### src/rtl/pulse_pacer_if.sv
// Signal bundle for the pulse pacer: event/clear strobes in, paced pulse and status out.
interface pulse_pacer_if #(
  parameter int CNT_W = 8
);
  logic             event_i;
  logic             clr_ovf_i;
  logic             pulse_o;
  logic [CNT_W-1:0] pending_o;
  logic             busy_o;
  logic             overflow_o;

  modport master (
    output event_i, clr_ovf_i,
    input  pulse_o, pending_o, busy_o, overflow_o
  );

  modport slave (
    input  event_i, clr_ovf_i,
    output pulse_o, pending_o, busy_o, overflow_o
  );
endinterface

### src/rtl/pulse_pacer.sv
// Queues bursty single-cycle events and re-emits them as single-cycle pulses
// spaced at least GAP cycles apart, ahead of a toggle-based pulse synchronizer.
module pulse_pacer #(
  parameter int CNT_W = 8,
  parameter int GAP   = 4
) (
  input logic          clk_i,
  input logic          rst_i,
  pulse_pacer_if.slave bus
);
  // Timer holds GAP-2 at most: the issue cycle and the expiring cycle are not counted.
  localparam int TW = (GAP > 2) ? $clog2(GAP - 1) : 1;

  typedef enum logic {S_IDLE, S_GAP} state_t;

  state_t           state_q, state_d;
  logic [TW-1:0]    timer_q, timer_d;
  logic [CNT_W-1:0] pending_q, pending_d;
  logic             pulse_q, ovf_q, ovf_d, busy_q, busy_d;
  logic             issue, drop, acc;

  always_comb begin
    state_d   = state_q;
    timer_d   = timer_q;
    pending_d = pending_q;
    ovf_d     = ovf_q;

    issue = (state_q == S_IDLE) && ((pending_q != '0) || bus.event_i);
    drop  = bus.event_i && (pending_q == '1) && !issue;
    acc   = bus.event_i && !drop;

    case (state_q)
      S_IDLE: begin
        if (issue) begin
          state_d = S_GAP;
          timer_d = TW'(GAP - 2);
        end
      end
      S_GAP: begin
        if (timer_q == '0) state_d = S_IDLE;
        else               timer_d = timer_q - 1'b1;
      end
      default: state_d = S_IDLE;
    endcase

    // An event passing straight through (acc & issue) leaves the backlog unchanged.
    if (acc && !issue)      pending_d = pending_q + 1'b1;
    else if (!acc && issue) pending_d = pending_q - 1'b1;

    if (drop)               ovf_d = 1'b1;
    else if (bus.clr_ovf_i) ovf_d = 1'b0;

    busy_d = (pending_d != '0) || (state_d == S_GAP);
  end

  always_ff @(posedge clk_i) begin
    if (rst_i) begin
      state_q   <= S_IDLE;
      timer_q   <= '0;
      pending_q <= '0;
      pulse_q   <= 1'b0;
      ovf_q     <= 1'b0;
      busy_q    <= 1'b0;
    end else begin
      state_q   <= state_d;
      timer_q   <= timer_d;
      pending_q <= pending_d;
      pulse_q   <= issue;
      ovf_q     <= ovf_d;
      busy_q    <= busy_d;
    end
  end

  assign bus.pulse_o    = pulse_q;
  assign bus.pending_o  = pending_q;
  assign bus.busy_o     = busy_q;
  assign bus.overflow_o = ovf_q;
endmodule

### src/flat_wrapper.sv
// flat-port wrapper written by rule: the top's interface ports become plain ports
module pulse_pacer_flat 
#(
  parameter int CNT_W = 8,
  parameter int GAP   = 4
)
  (clk_i, rst_i, bus_event_i, bus_clr_ovf_i, bus_pulse_o, bus_pending_o, bus_busy_o, bus_overflow_o);
  pulse_pacer_if #(.CNT_W(CNT_W)) bus_i ();
  input logic clk_i;
  input logic rst_i;
  input wire logic [$bits(bus_i.event_i)-1:0] bus_event_i;
  input wire logic [$bits(bus_i.clr_ovf_i)-1:0] bus_clr_ovf_i;
  output wire logic [$bits(bus_i.pulse_o)-1:0] bus_pulse_o;
  output wire logic [$bits(bus_i.pending_o)-1:0] bus_pending_o;
  output wire logic [$bits(bus_i.busy_o)-1:0] bus_busy_o;
  output wire logic [$bits(bus_i.overflow_o)-1:0] bus_overflow_o;
  assign bus_i.event_i = bus_event_i;
  assign bus_i.clr_ovf_i = bus_clr_ovf_i;
  assign bus_pulse_o = bus_i.pulse_o;
  assign bus_pending_o = bus_i.pending_o;
  assign bus_busy_o = bus_i.busy_o;
  assign bus_overflow_o = bus_i.overflow_o;
  pulse_pacer #(.CNT_W(CNT_W), .GAP(GAP)) u_core (.clk_i(clk_i), .rst_i(rst_i), .bus(bus_i));
endmodule
### config.mk
export PLATFORM = sky130hd
export DESIGN_NAME = pulse_pacer_flat
export DESIGN_NICKNAME = d
export VERILOG_FILES = /design/src/rtl/pulse_pacer_if.sv /design/src/rtl/pulse_pacer.sv /design/src/flat_wrapper.sv
export SDC_FILE = /design/constraint.sdc
export NUM_CORES = 1
export LEC_CHECK = 0
export ABC_AREA = 1
export CORE_ASPECT_RATIO = 1.1
export CORE_MARGIN = 3
export CORE_UTILIZATION = 50
export DETAILED_ROUTE_END_ITERATION = 12
export GPL_TIMING_DRIVEN = 0
export PLACE_DENSITY = 0.74
export SYNTH_ARGS = -nofsm -noshare
export SYNTH_HDL_FRONTEND = slang
export SYNTH_SLANG_ARGS = --single-unit
### constraint.sdc
create_clock -name clk_i -period 3.2 [get_ports clk_i]
set_clock_uncertainty 0.2 [all_clocks]
set_input_delay 0.32 -clock clk_i [delete_from_list [all_inputs] [get_ports clk_i]]
set_output_delay 0.32 -clock clk_i [all_outputs]
set_load 0.02 [all_outputs]
After elaboration in Yosys (flattened, before gate mapping)
Index checks and enable logic that the tools add are counted.
{ "word_totals": {"latchBits": 0, "regBits": 14, "word_cells": 39, "ramBits": 0, "mem_count": 0, "out_inout_bits": 11, "in_bits": 4, "romBits": 0} }
{ "classes": {"n_bitwise": 1, "n_eq_ne": 3, "shift": 0, "n_reduce_logical": 16, "magnitude_cmp": 0, "n_div": 0, "muxes": 10, "n_mul": 0, "add_sub_neg": 3} }
{ "op_table": {"columns": ["op", "n"], "rows": [
  ["8-bit two-way mux", 2],
  ["8-bit nonzero test", 2],
  ["8-bit by 1-bit adder with 8-bit output (second input constant)", 1],
  ["8-bit equality test (second input constant)", 1],
  ["8-bit by 1-bit subtractor with 8-bit output (second input constant)", 1],
  ["1-bit logical AND", 6],
  ["1-bit two-way mux", 4],
  ["2-bit two-way mux", 2],
  ["2-bit case mux with 2 select lines", 1],
  ["1-bit logical NOT", 3],
  ["2-bit logical NOT", 1],
  ["1-bit logical OR", 2],
  ["2-bit by 1-bit != test with 1-bit output (second input constant)", 1],
  ["2-bit != test (second input constant)", 1],
  ["1-bit case mux with 2 select lines", 1],
  ["2-bit AND reduction", 1],
  ["2-bit nonzero test", 1],
  ["2-bit by 1-bit subtractor with 2-bit output (second input constant)", 1],
  ["1-bit inverter", 1]
]} }

Logic depth before layout (Yosys ltp)
Gate-level depths: netlist of run 1.
{ "depth": {"depth_word": 13, "ltp_mapped": 13, "ltp_nobuf": 13} }

Worst setup path after synthesis of run 1
No wires, ideal clock.
{ "synth_path": {"path_type": "register to register", "startpoint": "register u_core.pending_q[0], in the netlist u_core.bus.pending_o[0]", "endpoint": "register u_core.busy_q, in the netlist u_core.bus.busy_o", "slack_ns": 1.256, "required_ns": 2.869, "path_buffers": 0, "setup_time_ns": 0.131, "stages_incl_launch_ff": 13, "arrival_time_ns": 1.614, "synth_period_minus_slack_ns": 1.944, "path_cell_list": "dfxtp_1 inv_1 ha_1 inv_1 nor2_2 nand2_4 nand3_4 nand2_1 nand2_1 nand2_1 nand3_1 nor2_1 a21oi_2"} }
{ "synth_via": {"elab_chain_len": 13, "elab_cells_between_ends": 20, "cone_classes": "2 x add/sub; 1 x eq/ne; 4 x mux; 13 x reduce/logical"} }
{ "synth_lines": {"columns": ["item", "line", "text"], "rows": [
  ["start: declaration", "pulse_pacer.sv:18", "logic [CNT_W-1:0] pending_q, pending_d;"],
  ["start signal: assignment", "pulse_pacer.sv:67", "pending_q <= pending_d;"],
  ["8-bit nonzero test", "pulse_pacer.sv:28", "issue = (state_q == S_IDLE) && ((pending_q != '0) || bus.event_i);"],
  ["1-bit logical OR", "pulse_pacer.sv:28", null],
  ["1-bit logical AND", "pulse_pacer.sv:28", null],
  ["1-bit logical NOT", "pulse_pacer.sv:29, pulse_pacer.sv:47", null],
  ["1-bit logical AND", "pulse_pacer.sv:29", "drop = bus.event_i && (pending_q == '1) && !issue;"],
  ["1-bit logical NOT", "pulse_pacer.sv:30", "acc = bus.event_i && !drop;"],
  ["1-bit logical AND", "pulse_pacer.sv:30", null],
  ["1-bit logical NOT", "pulse_pacer.sv:48", "else if (!acc && issue) pending_d = pending_q - 1'b1;"],
  ["1-bit logical AND", "pulse_pacer.sv:48", null],
  ["8-bit two-way mux", "pulse_pacer.sv:48", null],
  ["8-bit two-way mux", "pulse_pacer.sv:47", "if (acc && !issue) pending_d = pending_q + 1'b1;"],
  ["8-bit nonzero test", "pulse_pacer.sv:53", "busy_d = (pending_d != '0) || (state_d == S_GAP);"],
  ["1-bit logical OR *", "pulse_pacer.sv:53", null],
  ["end signal: assignment", "pulse_pacer.sv:70", "busy_q <= busy_d;"],
  ["end: declaration", "pulse_pacer.sv:19", "logic pulse_q, ovf_q, ovf_d, busy_q, busy_d;"]
]} }
Mark *: on every way between the ends. The rest lies on a longest branch, timed or not.
A chain may end at the register's enable or synchronous reset.

Final worst setup path of run 1
Ends and elaborated chain as after synthesis.

==> flow_metrics.py, run 1 <==
metrics = {
    "outcome": {
        "status": "finished clean",
    },
    "drt": {
        "first_pass_iters": 5,
        "ant_nets": 0,
        "wl_per_cell_um": 11.0,
        "vias": 1023,
        "vias_per_cell": 5.04,
        "drcViolationCount": 0,
        "drt-initial-drc-count": 14,
        "wl_mm": 2.23,
    },
    "yosys": {
        "synth_top_area_share_pct": 27.2,
        "synthArstFlopShare_pct": 0,
        "synth_warnings": 0,
        "synth_top_area_cell": "dfxtp_1",
        "ys_types": 26,
        "ys_top_cells_by_area": "dfxtp_1, nand2_1, nand3_1, nor2_1, inv_1",
        "syn-cell-area_mm2": 0.00103,
        "synth_flop_cell": "dfxtp_1",
        "synth_common_cells": "nand2_1, nor2_1, inv_1, nand3_1, dfxtp_1",
        "seq_area_frac_synth_pct": 27.2,
        "synth_seq_cells": 14,
        "synth_area_per_cell_um2": 6.53,
        "synthCells": 158,
        "synth_nets": 165,
        "yosysMostFrequentCell": "nand2_1",
        "synth_edf_count": 0,
    },
    "placement": {
        "port_buffers": 14,
        "pre_cts_slack_ns": 1.09,
        "dp_hpwl_mm": 1.83,
        "gp_congestion": 0.885,
    },
    "power": {
        "p_seq_share_pct": 22.0,
        "internal_power_mw": 0.730,
        "pwr_density_cell_mw_per_mm2": 1230,
        "p_clk_share_pct": 8.4,
        "p_leak_nw": 0.585,
        "swShare_pct": 52.2,
        "p_switching_mw": 0.797,
        "combPwrFrac_pct": 69.5,
        "max-vdd-ir-drop_mv": 0.692,
    },
    "clock_network": {
        "cts_root_buf": "clkbuf_4",
        "clk_latency_ns": 0.29,
        "htree_levels": 1,
        "cts_resized": 0,
        "clockBufferDepth": 2,
        "clk_pin_slew_ns": 0.08,
        "cts-buffers-inserted": 3,
        "cts_tree": "yes",
        "cts-hold-fix-buffers": 0,
        "post-cts-setup-buffers": 0,
        "clock-sinks": 14,
    },
    "final_layout": {
        "layout.nets": 184,
        "drive_gt1_share_pct": 16.5,
        "antenna_cells": 0,
        "area_growth_pct": 20.4,
        "fin_util_pct": 66.7,
    },
    "global_route": {
        "track_usage_pct": 18.8,
        "antenna_found_initial": 0,
        "grt_max_degree": 11,
        "grt_pass1_vias": 926,
        "grt_pass1_wl_mm": 3.91,
        "grt_remaining_overflow": 0,
    },
    "critical_path": {
        "crit_end": "u_core.bus.busy_o",
        "critPathRequiredTime_ns": 3.16,
        "worstSetupStartpointType": "flop",
        "cp-startpoint": "u_core.bus.pending_o[0]",
        "critPathMaxFanout": 5,
        "path_class": "reg -> reg",
        "worstSetupEndpointType": "flop",
        "reg2reg_depth": 13,
        "worstReg2RegEnd": "u_core.bus.busy_o",
        "worstPathArrival_ns": 2.09,
        "r2r_setup_slack_ns": 1.07,
        "rr_startpoint": "u_core.bus.pending_o[0]",
    },
    "run": {
        "max_cap_viol_count": 0,
    },
    "floorplanning": {
        "rows": 16,
        "core_mm2": 0.00186,
        "die_height_um": 53.6,
        "initial_utilization_pct": 55.4,
        "ios": 15,
        "chipWidth_um": 49.3,
        "design.die.area_mm2": 0.00264,
    },
    "hold_path": {
        "hold_path_class": "reg -> reg",
    },
    "sta": {
        "tns_ns": 0,
        "setup_viol": 0,
        "fin_crit_sh_pct": 66.6,
        "final_hold_viol_count": 0,
        "worstMarginPinSlew_ns": 0.464,
        "finalCriticalPeriod_ns": 2.13,
        "maxSlewHeadroom_pct": 69.0,
        "drv_slew": 0,
        "timing.fmax_mhz": 469,
        "fin_ws_ns": 1.07,
        "holdWs_ns": 0.252,
        "rsz0062_at_grt": "no",
    },
}
==> power groups by stage <==
stage	combinational [mW]	clock, mW	sequential (mW)
global placement	1.04	0	0.338
floorplan	0.742	0	0.392
CTS	1.07	0.132	0.335
detailed placement	1.07	0	0.339
global route	1.19	0.139	0.347
finish	1.06	0.129	0.336
==> flip-flops by register name, summed over array words and instances, names as in the netlist <==
| register | count |
|---|---|
| u_core.bus.overflow_o | 1 |
| u_core.timer_q | 2 |
| u_core.state_q | 1 |
| u_core.bus.pending_o | 8 |
| u_core.bus.pulse_o | 1 |
| u_core.bus.busy_o | 1 |
==> layout by cell type (no fill, tap or decap), types with 2 or more instances in the layout <==
master            n
inv_2             4
nand4_1           3
ha_1              3
o21ai_0           2
nand3_4           2
nand2_4           2
inv_1            18
a21oi_1           4
dfxtp_1          14
nor2_1           19
o21ai_1           2
buf_6             2
clkbuf_4          3
nor3_1            3
nor2_2            4
nand3_1          17
nand2_2           4
nand3_2           3
clkdlybuf4s50_1  14
xor2_1            3
nand2_1          42
==> worst min path at each step <==
stage                           start                       to  slack [ns]  depth (start not counted)
finish              u_core.timer_q[0]        u_core.timer_q[0]        0.25                          1
global route        u_core.timer_q[0]        u_core.timer_q[0]        0.28                          1
CTS                 u_core.timer_q[0]        u_core.timer_q[0]        0.26                          1
detailed placement  u_core.timer_q[0]        u_core.timer_q[0]        0.24                          1
global placement    u_core.timer_q[0]        u_core.timer_q[0]        0.23                          1
floorplan                       rst_i  u_core.bus.pending_o[5]        0.19                          1
==> cell type report <==
class                      instances  area, um^2
timing repair buffer              14         140
fill                             163         621
sequential                        14         280
clock buffer                       4        36.3
multi-input combinational        118         636
inverter                          23        88.8
buffer                             3        26.3
tap                               27        33.8
==> critical path, cell delays in order (launching register included) <==
cell and delay, ns:
dfxtp_1 0.36, inv_1 0.13, ha_1 0.25, inv_1 0.09, nor2_1 0.10, nand2_1 0.06, nor2_1 0.16, nor2_1 0.11
nand3_1 0.08, nand3_1 0.07, nand2_1 0.10, nand2_1 0.06, nor2_1 0.17, a21oi_2 0.07
==> through the flow <==
stage	power, mW	area (um^2)	instances
2_1_floorplan	1.13	1030	158
3_3_place_gp	1.38	1200	199
3_5_place_dp	1.40	1200	199
4_1_cts	1.54	1240	203
5_1_grt	1.68	1240	203
6_report	1.53	1240	203
==> layer usage <==
metal  share of wire [%]  global-route usage (%)  wire [um]  up-vias
met5                   0                       0          0        -
met4                 1.2                    6.16         27        0
met3                 3.9                    4.43         87        5
met2                  50                    33.3       1120       20
met1                  45                    22.6       1000      464
li1                    -                       -          -      534
==> cell families after synthesis <==
kind of cell | Yosys count | synth area share, %
simple gates | 101 | 49.1
flops | 14 | 27.2
compound gates | 10 | 5.46
fa+ha+maj | 3 | 3.64
buf+inv | 26 | 11.2
xor+xnor | 4 | 3.40
No activity file was read; power rests on OpenSTA's default activity.
==> run 2, diff against run 1 <==
- clock period: 3.2 -> 2.1 ns (I/O delays scaled with it)
==> run 2 against run 1 <==
  * Sequential power grew 54%
  * Total power increased by 58%
  * Combinational power grew 59%
  * Maximum frequency increased by 8.6%
  * Clock-buffer cell count unchanged
  * Critical path depth shrank 3
  * Worst hold slack about the same
  * Via count grew 2.3%
  * Design area is 2.2% higher
  * Highest routed layer unchanged
==> flow_metrics.py, run 2 (synthesis gave the netlist of run 1 again) <==
metrics = {
    "outcome": {
        "status": "finished clean",
    },
    "run": {
        "max_cap_viol_count": 0,
    },
    "floorplanning": {
        "ios": 15,
        "core_mm2": 0.00186,
        "design.die.area_mm2": 0.00264,
        "die_height_um": 53.6,
        "rows": 16,
        "chipWidth_um": 49.3,
        "initial_utilization_pct": 55.4,
    },
    "clock_network": {
        "clk_latency_ns": 0.29,
        "clockBufferDepth": 2,
        "htree_levels": 1,
        "cts-buffers-inserted": 3,
        "clk_pin_slew_ns": 0.09,
        "cts_tree": "yes",
        "clock-sinks": 14,
        "cts_root_buf": "clkbuf_4",
    },
    "critical_path": {
        "critPathRequiredTime_ns": 2.06,
        "cpMostUsedCell": "nand2_1",
        "worstSetupStartpointType": "flop",
        "path_cells": "ha_2, nand3_4, nor2_4, nand3_2, nand2_4, nand3_1, nand2_1, nand2_1, nor2_2, a21oi_2",
        "worstPathArrival_ns": 1.93,
        "critPathMaxFanout": 9,
        "reg2reg_depth": 10,
        "crit_path_max_incr_delay_ns": 0.44,
        "path_class": "reg -> reg",
        "cpMaxStageDelayCell": "dfxtp_1",
        "worstSetupEndpointType": "flop",
    },
    "final_layout": {
        "drive_gt1_share_pct": 20.3,
        "antenna_cells": 0,
        "largest_reg_flops": 8,
        "mostFrequentLayoutCells": "nand2_1, nor2_1, nand3_1",
        "layout.nets": 185,
        "final_common_cell": "nand2_1",
        "area_growth_pct": 23.1,
    },
    "drt": {
        "vias_per_cell": 5.13,
        "wl_per_cell_um": 11.3,
        "drcViolationCount": 0,
        "ant_nets": 0,
        "first_pass_iters": 4,
        "vias": 1047,
        "wl_mm": 2.30,
        "drt-initial-drc-count": 19,
    },
    "sta": {
        "finalCriticalPeriod_ns": 1.96,
        "fin_crit_sh_pct": 93.4,
        "maxSlewHeadroom_pct": 68.9,
        "timing.fmax_mhz": 510,
        "drv_slew": 0,
        "setup_viol": 0,
        "tns_ns": 0,
        "worstMarginPinSlew_ns": 0.467,
        "final_hold_viol_count": 0,
        "holdWs_ns": 0.252,
        "rsz0062_at_grt": "no",
    },
    "hold_path": {
        "hold_path_class": "reg -> reg",
        "hold_depth": 1,
    },
    "placement": {
        "port_buffers": 14,
        "dp_hpwl_mm": 1.83,
        "gp_congestion": 0.885,
    },
    "global_route": {
        "grt_pass1_wl_mm": 3.93,
        "antenna_found_initial": 0,
        "grt_pass1_vias": 927,
        "track_usage_pct": 18.9,
        "grt_remaining_overflow": 0,
        "grt_max_degree": 11,
    },
    "power": {
        "pwr_density_cell_mw_per_mm2": 1900,
        "total_power_mw": 2.41,
        "p_leak_nw": 0.588,
        "max-vdd-ir-drop_mv": 1.07,
    },
}
[run 2: critical path: cells and delay by family, from the launching register on]
kind	cells	cell delay [ns]
and+or+nand+nor	8	0.88
DFF	1	0.44
adders and majority gates	1	0.26
AOI/OAI and AO/OA	1	0.06
[run 2: path summary, 6_finish.rpt]
check / start / to / slack [ns]
setup / recovery: u_core.bus.pending_o[1] / u_core.bus.busy_o / 0.14
hold / removal: u_core.timer_q[0] / u_core.timer_q[0] / 0.25
setup reg to reg: u_core.bus.pending_o[1] / u_core.bus.busy_o / 0.14
hold reg to reg: u_core.timer_q[0] / u_core.timer_q[0] / 0.25
[run 2: through the flow]
| stage | worst slack (ns) | util, % | instances | instance area (um^2) |
|---|---|---|---|---|
| 5_1_grt | 0.00299 | 68.1 | 204 | 1270 |
| 2_1_floorplan | 0.156 | - | 158 | 1030 |
| 6_report | 0.138 | 68.1 | 204 | 1270 |
| 3_3_place_gp | 0.0459 | 64.7 | 199 | 1200 |
| 4_1_cts | 0.0139 | 66.8 | 203 | 1240 |
| 3_5_place_dp | 0.0110 | 64.7 | 199 | 1200 |
[run 2: where the power goes]
group          internal, mW  switching (mW)
combinational         0.664            1.03
sequential            0.380           0.138
clock                 0.106          0.0923
total                  1.15            1.26
[run 2: what timing repair did]
action | in CTS | in global routing
setup buffers | 0 | 1
hold buffers | 0 | 0
gates resized for setup | 1 | 6
endpoints found under the setup margin | 1 | 2
[run 2: routing by layer]
layer  up-vias  track usage (%)  part of all wire (%)
met2        24             33.5                    50
met4         0             6.16                   1.3
met3         5             4.43                   4.0
li1        536                -                     -
met5         -                0                     0
met1       482             22.6                    45
[run 2: area by class of cell]
class                   count  area [um^2]
fillers                   162          593
repair buffers             15          148
well taps                  27         33.8
plain buffers               3         26.3
flip-flops and latches     14          280
inverters                  23         88.8
clock buffers               4         36.3
multi-input cells         118          656
==> run 3, diff against run 2 <==
- CORE_ASPECT_RATIO: 1.1 -> unset
==> run 3 against run 2 <==
  * First-iteration DRC count up 53%
  * Wire length increased by 1.2%
  * Utilization fell by 0.93 points
  * Critical path type unchanged
  * Flip-flop and latch count is the same
  * Largest cell class unchanged
  * Design area is 2.6% lower
  * Die area about the same
  * Global-route usage rose by 1.2 points
  * Sequential share of layout area up 0.68 points
  * Clock-buffer cell count fell by 1
==> flow_metrics.py, run 3 (synthesis gave the netlist of run 1 again) <==
metrics = {
    "clock_network": {
        "cts-buffers-inserted": 3,
        "cts_tree": "yes",
        "clk_pin_slew_ns": 0.08,
        "clock-sinks": 14,
        "clk_latency_ns": 0.27,
        "htree_levels": 1,
        "cts_root_buf": "clkbuf_4",
        "clockBufferDepth": 2,
    },
    "final_layout": {
        "final_common_cell": "nand2_1",
        "area_growth_pct": 19.9,
        "layout.nets": 184,
        "antenna_cells": 0,
        "drive_gt1_share_pct": 19.4,
        "mostFrequentLayoutCells": "nand2_1, inv_1, nor2_1, nand3_1, clkdlybuf4s50_1",
        "largest_reg_flops": 8,
    },
    "global_route": {
        "grt_pass1_vias": 945,
        "grt_max_degree": 11,
        "grt_remaining_overflow": 0,
        "met3_usage_pct": 5.54,
        "antenna_found_initial": 0,
        "track_usage_pct": 20.1,
        "grt-busiest-layer": "met2",
        "grt_pass1_wl_mm": 4.04,
        "globalRouteMet1Util_pct": 23.9,
        "grt.met2_usage_pct": 35.6,
    },
    "critical_path": {
        "crit_path_max_incr_delay_ns": 0.36,
        "reg2reg_depth": 13,
        "worstReg2RegEnd": "u_core.bus.busy_o",
        "critPathRequiredTime_ns": 2.05,
        "worstSetupStartpointType": "flop",
        "path_class": "reg -> reg",
        "critPathMaxFanout": 5,
        "rr_startpoint": "u_core.bus.pending_o[1]",
        "worstPathArrival_ns": 1.90,
        "cpMaxStageDelayCell": "dfxtp_1",
        "path_cells": "inv_1, ha_2, inv_1, nor2_1, nand2_1, nor2_2, nor2_1, nand3_1, nand3_1, nand2_1, nand2_1, nor2_2, a21oi_2",
        "cpMostUsedCell": "nand2_1",
        "worstSetupEndpointType": "flop",
        "r2r_setup_slack_ns": 0.15,
    },
    "sta": {
        "fin_crit_sh_pct": 92.9,
        "setup_viol": 0,
        "final_hold_viol_count": 0,
        "finalCriticalPeriod_ns": 1.95,
        "drv_slew": 0,
        "fin_ws_ns": 0.149,
        "timing.fmax_mhz": 513,
        "worstMarginPinSlew_ns": 0.474,
        "maxSlewHeadroom_pct": 68.4,
        "tns_ns": 0,
    },
    "floorplanning": {
        "chipWidth_um": 51.4,
        "die_height_um": 51.4,
        "initial_utilization_pct": 56.1,
        "rows": 15,
        "core_mm2": 0.00184,
        "design.die.area_mm2": 0.00264,
        "ios": 15,
    },
    "drt": {
        "drt-initial-drc-count": 29,
        "ant_nets": 0,
        "vias_per_cell": 5.20,
        "vias": 1039,
        "wl_per_cell_um": 11.7,
        "drcViolationCount": 0,
        "wl_mm": 2.33,
        "first_pass_iters": 4,
    },
    "outcome": {
        "status": "finished clean",
    },
    "hold_path": {
        "hold_path_class": "reg -> reg",
        "min_delay_worst_endpoint": "u_core.timer_q[0]",
        "hold_start": "u_core.timer_q[0]",
        "hold_depth": 1,
    },
    "placement": {
        "port_buffers": 14,
        "gp_congestion": 0.834,
        "dp_hpwl_mm": 1.88,
        "pre_cts_slack_ns": 0.0398,
    },
    "power": {
        "internal_power_mw": 1.09,
        "p_seq_share_pct": 22.3,
        "combPwrFrac_pct": 71.2,
        "p_switching_mw": 1.22,
        "swShare_pct": 52.9,
        "max-vdd-ir-drop_mv": 1.20,
        "pwr_density_cell_mw_per_mm2": 1870,
        "p_clk_share_pct": 6.4,
        "p_leak_nw": 0.574,
    },
    "run": {
        "max_cap_viol_count": 0,
    },
}
run 3: changes by cell type in the layout (fill, tap and decap cells not counted), sizes merged:
cell	previous run	this run
clkbuf	5	4
buf	3	2
run 3: worst max-delay path, delay by kind of cell, from the launching register on:
kind / cells / cell delay [ns]
AND/OR/NAND/NOR: 9 / 0.80
flip-flops: 1 / 0.36
adder cells (fa/ha/maj): 1 / 0.22
buffers and inverters: 2 / 0.18
AO/OA/AOI/OAI: 1 / 0.06
run 3: metrics by stage:
stage	area [um^2]	power (mW)	hold slack [ns]	util, %	cells
finish	1240	2.31	0.248	67.2	200
global route	1240	2.55	0.296	67.2	200
CTS	1220	2.29	0.251	66.6	200
detailed placement	1200	2.14	0.241	65.4	197
global placement	1200	2.10	0.235	65.4	197
floorplan	1030	1.73	0.0791	-	158
run 3: worst max-delay path by stage:
| stage | startpoint | end | slack (ns) | cells after the start |
|---|---|---|---|---|
| floorplan | u_core.bus.pending_o[0] | u_core.bus.busy_o | 0.16 | 12 |
| CTS | u_core.bus.pending_o[0] | u_core.bus.busy_o | 0.02 | 13 |
| global route | u_core.bus.pending_o[1] | u_core.bus.busy_o | -0.03 | 12 |
| finish | u_core.bus.pending_o[1] | u_core.bus.busy_o | 0.15 | 13 |
| detailed placement | u_core.bus.pending_o[0] | u_core.bus.busy_o | 0.04 | 13 |
| global placement | u_core.bus.pending_o[0] | u_core.bus.busy_o | 0.05 | 13 |
run 3: timing repair:
action                                  CTS  global route
gates resized for setup                   0             6
hold buffers                              0             0
buffers inserted                          0             0
endpoints found under the setup margin    0             2
run 3: area by class of cell:
| type | count | area, um^2 |
|---|---|---|
| buffer | 3 | 26.3 |
| inverter | 23 | 88.8 |
| clock buffer | 3 | 22.5 |
| multi-input combinational | 118 | 646 |
| fill | 190 | 603 |
| timing repair buffer | 14 | 140 |
| tap | 25 | 31.3 |
| sequential | 14 | 282 |
run 3: routing by layer:
metal / wire [um] / part of all wire (%) / up-vias
met5: 0 / 0 / -
met4: 8 / 0.34 / 0
met3: 152 / 6.5 / 2
met2: 1170 / 50 / 27
met1: 1000 / 43 / 472
li1: - / - / 538
run 3: power by group through the flow:
stage          Clock [mW]  Sequential (mW)  Combinational, mW
3_5_place_dp            0            0.516               1.62
4_1_cts             0.148            0.511               1.63
5_1_grt             0.163            0.538               1.85
6_report            0.148            0.515               1.64
3_3_place_gp            0            0.513               1.59
2_1_floorplan           0            0.597               1.13
